===== src/rtl/vend_port_arbiter.sv =====
// rtl/vend_port_arbiter.sv - round-robin arbiter sharing one vending core between coin ports
module vend_port_arbiter #(
  parameter int NUM_PORTS  = 4,
  parameter int STOCK_INIT = 8,
  parameter int TIMEOUT    = 15,
  parameter int CORE_LAT   = 1,
  parameter int PW         = (NUM_PORTS > 1) ? $clog2(NUM_PORTS) : 1
) (
  input  logic                   clk,
  input  logic                   rst,
  input  logic [NUM_PORTS-1:0]   req,
  input  logic [2*NUM_PORTS-1:0] coin,
  output logic [NUM_PORTS-1:0]   coin_ack,
  output logic [NUM_PORTS-1:0]   gnt,
  output logic [1:0]             core_in,
  output logic                   core_rst,
  input  logic                   core_out,
  input  logic [1:0]             core_change,
  output logic                   vend_done,
  output logic                   abort,
  output logic [PW-1:0]          res_port,
  output logic [1:0]             res_amt,
  output logic [7:0]             stock,
  output logic                   sold_out,
  input  logic                   restock
);

  typedef enum logic [2:0] {IDLE, OWN, WAIT, DONE, ABRT} state_t;

  localparam logic [NUM_PORTS-1:0] ONE = NUM_PORTS'(1);

  state_t        state;
  logic [PW-1:0] owner;
  logic [PW-1:0] last_owner;
  logic [5:0]    credit;
  logic [7:0]    tcnt;
  logic [1:0]    wcnt;
  logic [1:0]    chg;
  logic          restock_pend;

  logic [PW-1:0] next_owner;
  logic [PW-1:0] cand;
  logic          found;
  logic [1:0]    ocoin;
  logic          oreq;
  logic          pend_eff;
  logic [7:0]    stock_eff;

  // First requester after last_owner, wrapping around.
  always_comb begin
    found      = 1'b0;
    next_owner = '0;
    cand       = '0;
    for (int k = 1; k <= NUM_PORTS; k++) begin
      cand = PW'((int'(last_owner) + k) % NUM_PORTS);
      if (!found && req[cand]) begin
        found      = 1'b1;
        next_owner = cand;
      end
    end
  end

  always_comb begin
    ocoin = 2'b00;
    oreq  = 1'b0;
    for (int i = 0; i < NUM_PORTS; i++) begin
      if (owner == PW'(i)) begin
        ocoin = coin[2*i +: 2];
        oreq  = req[i];
      end
    end
  end

  // A restock arriving in the IDLE cycle itself is honoured immediately.
  assign pend_eff  = restock_pend | restock;
  assign stock_eff = pend_eff ? 8'(STOCK_INIT) : stock;

  always_ff @(posedge clk or posedge rst) begin
    if (rst) begin
      state        <= IDLE;
      owner        <= '0;
      last_owner   <= PW'(NUM_PORTS - 1);
      credit       <= '0;
      tcnt         <= '0;
      wcnt         <= '0;
      chg          <= 2'b00;
      restock_pend <= 1'b0;
      gnt          <= '0;
      coin_ack     <= '0;
      core_in      <= 2'b00;
      core_rst     <= 1'b1;
      vend_done    <= 1'b0;
      abort        <= 1'b0;
      res_port     <= '0;
      res_amt      <= 2'b00;
      stock        <= 8'(STOCK_INIT);
      sold_out     <= 1'b0;
    end else begin
      coin_ack  <= '0;
      core_in   <= 2'b00;
      core_rst  <= 1'b0;
      vend_done <= 1'b0;
      abort     <= 1'b0;
      if (restock)
        restock_pend <= 1'b1;

      case (state)
        IDLE: begin
          if (pend_eff) begin
            stock        <= 8'(STOCK_INIT);
            sold_out     <= 1'b0;
            restock_pend <= 1'b0;
          end
          if (stock_eff != 8'd0 && found) begin
            owner <= next_owner;
            gnt   <= ONE << next_owner;
            tcnt  <= '0;
            state <= OWN;
          end
        end

        OWN: begin
          if (!oreq) begin
            state <= ABRT;
          end else if (ocoin == 2'b01 || ocoin == 2'b10) begin
            coin_ack <= ONE << owner;
            core_in  <= ocoin;
            credit   <= credit + ((ocoin == 2'b01) ? 6'd5 : 6'd10);
            wcnt     <= '0;
            state    <= WAIT;
          end else if (tcnt + 8'd1 == 8'(TIMEOUT)) begin
            state <= ABRT;
          end else begin
            tcnt <= tcnt + 8'd1;
          end
        end

        WAIT: begin
          if (wcnt == 2'(CORE_LAT)) begin
            if (core_out) begin
              chg   <= core_change;
              state <= DONE;
            end else if (credit > 6'd10) begin
              // Core should have vended by now; treat as a fault and refund.
              state <= ABRT;
            end else begin
              tcnt  <= '0;
              state <= OWN;
            end
          end else begin
            wcnt <= wcnt + 2'd1;
          end
        end

        DONE: begin
          vend_done  <= 1'b1;
          res_port   <= owner;
          res_amt    <= chg;
          stock      <= (stock != 8'd0) ? stock - 8'd1 : 8'd0;
          sold_out   <= (stock <= 8'd1);
          credit     <= '0;
          last_owner <= owner;
          gnt        <= '0;
          state      <= IDLE;
        end

        ABRT: begin
          abort      <= 1'b1;
          res_port   <= owner;
          res_amt    <= (credit == 6'd0) ? 2'b00 : (credit == 6'd5) ? 2'b01 : 2'b10;
          core_rst   <= 1'b1;
          credit     <= '0;
          last_owner <= owner;
          gnt        <= '0;
          state      <= IDLE;
        end

        default: state <= IDLE;
      endcase
    end
  end

endmodule


===== config.mk =====
export PLATFORM = sky130hd
export DESIGN_NAME = vend_port_arbiter
export DESIGN_NICKNAME = d
export VERILOG_FILES = /design/src/rtl/vend_port_arbiter.sv
export SDC_FILE = /design/constraint.sdc
export NUM_CORES = 1
export LEC_CHECK = 0
export BUFFER_PORTS_ARGS = -buffer_cell sky130_fd_sc_hd__buf_2
export CAP_MARGIN = 15
export CORE_ASPECT_RATIO = 1.25
export CORE_MARGIN = 2
export CORE_UTILIZATION = 45
export CTS_BUF_LIST = sky130_fd_sc_hd__clkbuf_4 sky130_fd_sc_hd__clkbuf_8
export DETAILED_ROUTE_END_ITERATION = 7
export MAX_ROUTING_LAYER = met4
export PLACE_DENSITY = 0.65
export SLEW_MARGIN = 30
export SYNTH_ARGS = -nofsm -noshare
export SYNTH_HDL_FRONTEND = slang
export SYNTH_SLANG_ARGS = --single-unit

===== constraint.sdc =====
create_clock -name clk -period 2.74 [get_ports clk]
set_input_delay 0.137 -clock clk [delete_from_list [all_inputs] [get_ports clk]]
set_output_delay 0.137 -clock clk [all_outputs]
set_load 0.05 [all_outputs]

==> results of run 1 <==
layout make-up:
cell class	count	area, sq um	area share (%)
inverters	17	63.8	1.91
well taps	85	106	3.18
multi-input cells	230	1470	43.8
clock inverters	3	46.3	1.39
repair buffers	52	285	8.54
flip-flops and latches	52	1310	39.1
clock buffers	5	68.8	2.06
logic make-up (layout without fill, tap and decap cells):
| family | after synthesis | in the layout |
|---|---|---|
| DFF | 52 | 52 |
| muxes | 10 | 10 |
| buffers and inverters | 29 | 77 |
| AOI/OAI and AO/OA | 81 | 81 |
| and+or+nand+nor | 120 | 120 |
| xor gates and xnor gates | 7 | 7 |
| adders and majority gates | 12 | 12 |
power by group:
part | internal, mW | leakage (nW) | switching [mW]
logic | 0.685 | 0.835 | 1.33
registers | 1.02 | 0.682 | 0.228
clock network | 0.276 | 0.0548 | 0.271
per-stage QoR:
step / area [sq um] / hold WS [ps] / std cells / total power, mW
detailed placement: 3220 / 177 / 435 / 3.27
floorplan: 2910 / 267 / 311 / 2.80
global placement: 3220 / 175 / 435 / 3.23
finish: 3340 / 67.0 / 444 / 3.81
CTS: 3340 / 53.1 / 444 / 3.84
global route: 3340 / 51.1 / 444 / 4.10
cell usage after synthesis, types with 3 or more instances:
cell / count
a21oi_1: 19
a31oi_1: 6
and2_1: 7
and3_1: 3
clkbuf_1: 6
dfrtp_1: 48
dfstp_2: 4
ha_1: 12
inv_1: 16
mux2_2: 4
mux2i_1: 3
mux4_2: 3
nand2_1: 38
nand2b_1: 3
nand3_1: 14
nand3b_1: 4
nand4_1: 4
nor2_1: 24
nor3_1: 6
nor4_1: 5
o211ai_1: 3
o21a_1: 3
o21ai_0: 28
o22ai_1: 4
xnor2_1: 5
placed cells by master, fill, tap and decap left out, drive strengths merged, types with 3 or more instances in the layout:
cell type  netlist  routed
nand3           14      14
mux4             3       3
nor4             5       5
o31ai            3       3
mux2             4       4
nor3b            3       3
mux2i            3       3
buf              6      51
nor3             6       6
dfstp            4       4
nand2           38      38
a31oi            6       6
ha              12      12
nand3b           4       4
and3             3       3
o21ai           28      28
xnor2            5       5
inv             16      17
o211ai           3       3
nor2            24      24
nand4            4       4
clkbuf           6       5
a21oi           19      19
nand2b           3       3
and2             7       7
dfrtp           48      48
or3b             3       3
o21a             3       3
o22ai            5       5
worst max path at each step:
stage,cells past startpoint,startpoint,slack [ps],endpoint
after floorplan,11,owner[0],290,credit[5]
after global placement,10,owner[0],310,credit[5]
after detailed placement,10,owner[0],190,credit[5]
after CTS,10,owner[0],170,credit[5]
after global routing,9,owner[0],2,credit[4]
final,10,owner[0],200,credit[5]
what timing repair did:
action                                  CTS  global route
resized for setup                         0             0
endpoints found under the hold margin    18             0
endpoints found under the setup margin    0             0
hold buffers                              1             0
flip-flops by register name, indices dropped and copies added (netlist names), 2 cells and up:
| register | flops |
|---|---|
| coin_ack | 4 |
| wcnt | 2 |
| core_in | 2 |
| stock | 8 |
| state | 3 |
| res_amt | 2 |
| owner | 2 |
| res_port | 2 |
| last_owner | 2 |
| gnt | 4 |
| credit | 6 |
| chg | 2 |
| tcnt | 8 |
routing by layer:
layer	vias to the layer above	routed length, microns
met2	46	3250
met5	-	0
li1	1199	-
met1	1180	2920
met3	12	207
met4	0	131
critical path: cells and delay by family, from the launching register on:
| kind | cells | cell delay [ps] |
|---|---|---|
| buf+inv | 1 | 100 |
| mux | 2 | 670 |
| simple gates | 2 | 210 |
| flops | 1 | 420 |
| fa+ha+maj | 2 | 450 |
| compound gates | 3 | 590 |
==> flow_metrics.tcl, run 1 <==
set metrics [dict create \
    hold_end "chg[0]" \
    synth_compound_area_share_pct 17.7 \
    cpMaxStageDelayCell "mux4_2" \
    clockBufferDepth 2 \
    post-route-util_pct 53.9 \
    finClkSkew_ps 5.46 \
    finish.net_count 388 \
    clock_sinks 52 \
    r2r_cells 10 \
    grt_max_degree 24 \
    grt_util_met2_pct 31.0 \
    hp-start "core_change[0]" \
    r2r_slack_ps 200 \
    yosysUniqueCellTypes 53 \
    dr.pass1.iters 4 \
    start_util_pct 46.8 \
    place_ws_ps 187 \
    avgSynthCellArea_sq_um 9.34 \
    cts_tree "yes" \
    synthArstFlopShare_pct 100 \
    clkLatencyLatePin_ps 310 \
    hold_depth 2 \
    required_ps 2940 \
    dp_hpwl_microns 4800 \
    ys_seq_area_share_pct 45.0 \
    wirelength_microns 6510 \
    synth_top_area_share_pct 41.3 \
    overflow 0 \
    rows 32 \
    grt_pass1_vias 2277 \
    tightest_slew_ps 623 \
    cts-root-buf "clkbuf_8" \
    synthTopCellsByArea "dfrtp_1 (41%), ha_1 (5.2%), nand2_1 (4.9%), o21ai_0 (4.8%), dfstp_2 (3.6%)" \
    met1_usage_pct 25.9 \
    worstSetupPathType "flip-flop to flip-flop" \
    tns_ps 0 \
    status "finished clean" \
    grt-busiest-layer "met2" \
    n_antenna_cell 0 \
    max_freq_mhz 394 \
    fp.dieW_microns 75.9 \
    synth-edff-count 0 \
    grt_first_pass_wirelength_microns 10500 \
    core_sq_um 6210 \
    synth_top_family_by_area "simple AND/OR/NAND/NOR gates" \
    ys.flop_type "dfrtp_1" \
    viasPerCell 5.49 \
    cts_buffers 5 \
    cap_violations 0 \
    start_kind "flip-flop" \
    rr_endpoint "credit[5]" \
    period_share_pct 92.6 \
    hp-class "input port to flip-flop" \
    synth.net_count 341 \
    synth_fa_ha_area_share_pct 5.17 \
    endpoint_kind "flip-flop" \
    setup_ws_ps 202 \
    maxSlewViolCount 0 \
    area_growth_pct 15.0 \
    p_leak_nw 1.57 \
    drive_gt1_share_pct 22.0 \
    drt_iter0_drc 62 \
    ctsHtreeMaxLevel 2 \
    r2r_start "owner[0]" \
    synth-xor-area-share_pct 2.11 \
    grt.total_usage_pct 19.9 \
    cts_setup_buffers 0 \
    synthCells 311 \
    synth_warnings 0 \
    drc_errors 0 \
    ys_ff_latch 52 \
    final_antenna_net_count 0 \
    path_max_fanout 4 \
    rsz0062_at_grt "no" \
    slowest_delay_ps 530 \
    routedWlPerCell_microns 14.7 \
    globalplace.congestion 0.838 \
    min_period_ps 2540 \
    crit_chain "mux4_2, inv_1, ha_1, ha_1, o21a_1, nor2_1, a311oi_1, a21oi_1, nand3b_1, mux2i_1" \
    port_buffers 43 \
    power_density_nw_per_um2 1140 \
    ir_worst_vdd_v 0.000631 \
    slew_headroom_pct 58.5 \
    finalHoldViolations 0 \
    yosys.area.top_type "dfrtp_1" \
    io_pins 44 \
    grtUsageMet3_pct 3.43 \
    num-fill-cells 606 \
    cp.arrival_ps 2740 \
    die_area_sq_um 7120 \
    setup_viol 0 \
    dieHeight_microns 93.8 \
    synth-simple-area-share_pct 20.5 \
    clk_pin_slew_ps 100 \
    num_vias 2437 \
    synthesis.area_sq_um 2910 \
    antenna_found_initial 0 \
    path_common_cell "ha_1" \
    synthMuxAreaShare_pct 4.91 \
]
(Power assumes the default switching activity.)
==> inputs of run 2 (changes only) <==
PLACE_DENSITY = 0.64   (was 0.65)
SKIP_LAST_GASP = 1   (was default)
==> run 2 against run 1 <==
  * Cell area increased by 0.67%
  * Die area is the same
  * Maximum frequency shrank 1.4%
  * Core utilization up 0.36 points
  * Count of clock-buffer cells in the layout is the same
  * Sequential cell count stayed put
  * Critical path depth unchanged
  * Combinational power about the same
  * Clock skew increased by 4.6 ps
==> flow_metrics.tcl, run 2 (synthesis gave the netlist of run 1 again) <==
set metrics [dict create \
    multi_input_comb_area_sq_um 1470 \
    ctsHtreeMaxLevel 2 \
    maxSlewViolCount 0 \
    slew_headroom_pct 57.3 \
    start_kind "flip-flop" \
    cap_violations 0 \
    cts_buffers 5 \
    setup_viol 0 \
    finClkSkew_ps 10.1 \
    globalplace.congestion 0.820 \
    tightest_slew_ps 641 \
    finalHoldViolations 0 \
    clkPwrFrac_pct 16.4 \
    grt-busiest-layer "met2" \
    reg_top3 "stock (8), tcnt (8), credit (6)" \
    ctsHoldBuffers 1 \
    required_ps 2940 \
    postPlaceCellArea_sq_um 3220 \
    dp_hpwl_microns 4920 \
    fp.dieW_microns 75.9 \
    viasPerCell 5.43 \
    cts_tree "yes" \
    share_seq_of_total_power_pct 31.8 \
    grt_pass1_vias 2308 \
    status "finished clean" \
    switching_share_pct 46.8 \
    intPower_mw 2.07 \
    final_area_sq_um 3360 \
    wirelength_microns 6560 \
    grt_max_degree 24 \
    clk_pin_slew_ps 100 \
    clkLatencyLatePin_ps 310 \
    start_util_pct 46.8 \
    cts_resized 0 \
    final_common_cell "dfrtp_1" \
    routedWlPerCell_microns 14.8 \
    period_share_pct 93.9 \
    cts-root-buf "clkbuf_8" \
    final_antenna_net_count 0 \
    met1_usage_pct 27.4 \
    rsz0062_at_grt "no" \
    grt_first_pass_wirelength_microns 10900 \
    drive_gt1_share_pct 22.0 \
    rows 32 \
    path_max_fanout 4 \
    hp-class "input port to flip-flop" \
    p_leak_nw 1.59 \
    finish.net_count 388 \
    dieHeight_microns 93.8 \
    grt.total_usage_pct 20.4 \
    num_vias 2413 \
    drc_errors 0 \
    io_pins 44 \
    grtUsageMet3_pct 2.68 \
    p_switching_mw 1.82 \
    cp.arrival_ps 2770 \
    max_freq_mhz 389 \
    port_buffers 43 \
    endpoint_kind "flip-flop" \
    clockBufferDepth 2 \
    layout.area.seq_sq_um 1310 \
    overflow 0 \
    power_density_nw_per_um2 1160 \
    n_antenna_cell 0 \
    min_period_ps 2570 \
    cts_setup_buffers 0 \
    antenna_found_initial 0 \
    core_sq_um 6210 \
    clock_sinks 52 \
    ir_worst_vdd_v 0.000818 \
    num-fill-cells 555 \
    drt_iter0_drc 79 \
    die_area_sq_um 7120 \
    grt_util_met2_pct 31.9 \
    power_frac_comb_pct 51.8 \
    dr.pass1.iters 4 \
    worstSetupPathType "flip-flop to flip-flop" \
    area_growth_pct 15.8 \
    layout_common_cells "dfrtp_1 (48), buf_2 (43), nand2_1 (38), o21ai_0 (28), nor2_1 (24)" \
    tns_ps 0 \
]
run 2: cell types whose count changed in the layout (fill, tap and decap cells not counted), sizes merged:
cell / delta
bufinv: +1
clkinvlp: -1
run 2: final cells by class:
cell class / instances / area share (%)
clock buffers: 5 / 2.05
inverters: 17 / 1.90
repair buffers: 52 / 8.48
flip-flops and latches: 52 / 38.8
clock inverters: 3 / 2.05
well taps: 85 / 3.16
multi-input cells: 230 / 43.5
run 2: worst paths after layout:
check | from | end | slack (ps) | cells past startpoint
setup / recovery | owner[0] | credit[5] | 170 | 10
hold reg to reg | sold_out | sold_out | 470 | 2
min in group asynchronous | rst | chg[1] | 290 | 3
setup reg to reg | owner[0] | credit[5] | 170 | 10
hold / removal | core_change[1] | chg[1] | 60 | 2
max in group asynchronous | rst | last_owner[1] | 1830 | 4
run 2: stage by stage:
step | std cells | hold slack (ps) | utilization (%) | setup WS (ps) | power, mW
2_1_floorplan | 311 | 267 | - | 292 | 2.80
3_3_place_gp | 435 | 73.1 | 51.8 | 311 | 3.23
3_5_place_dp | 435 | 84.5 | 51.8 | 202 | 3.27
4_1_cts | 444 | 50.7 | 54.2 | 154 | 3.93
5_1_grt | 444 | 60.4 | 54.2 | 1.01 | 4.19
6_report | 444 | 61.8 | 54.2 | 167 | 3.90
run 2: power by group through the flow:
stage | Sequential [mW] | Combinational (mW) | Clock, mW
6_report | 1.24 | 2.02 | 0.639
5_1_grt | 1.28 | 2.23 | 0.682
4_1_cts | 1.24 | 2.03 | 0.656
3_5_place_dp | 1.25 | 2.02 | 0
3_3_place_gp | 1.25 | 1.98 | 0
2_1_floorplan | 1.61 | 1.20 | 0
run 2: critical path, stage by stage, from the launching register on:
cell and delay [ps]:
dfrtp_1 440, mux4_2 540, inv_1 90, ha_1 220, ha_1 220, o21a_1 120, nor2_1 40, a311oi_1 360
a21oi_1 120, nand3b_1 180, mux2i_1 140
run 2: routing by layer:
layer | vias to the layer above | routed length (microns)
met4 | 0 | 94
met2 | 38 | 3270
met1 | 1160 | 3030
met3 | 8 | 163
li1 | 1207 | -
met5 | - | 0
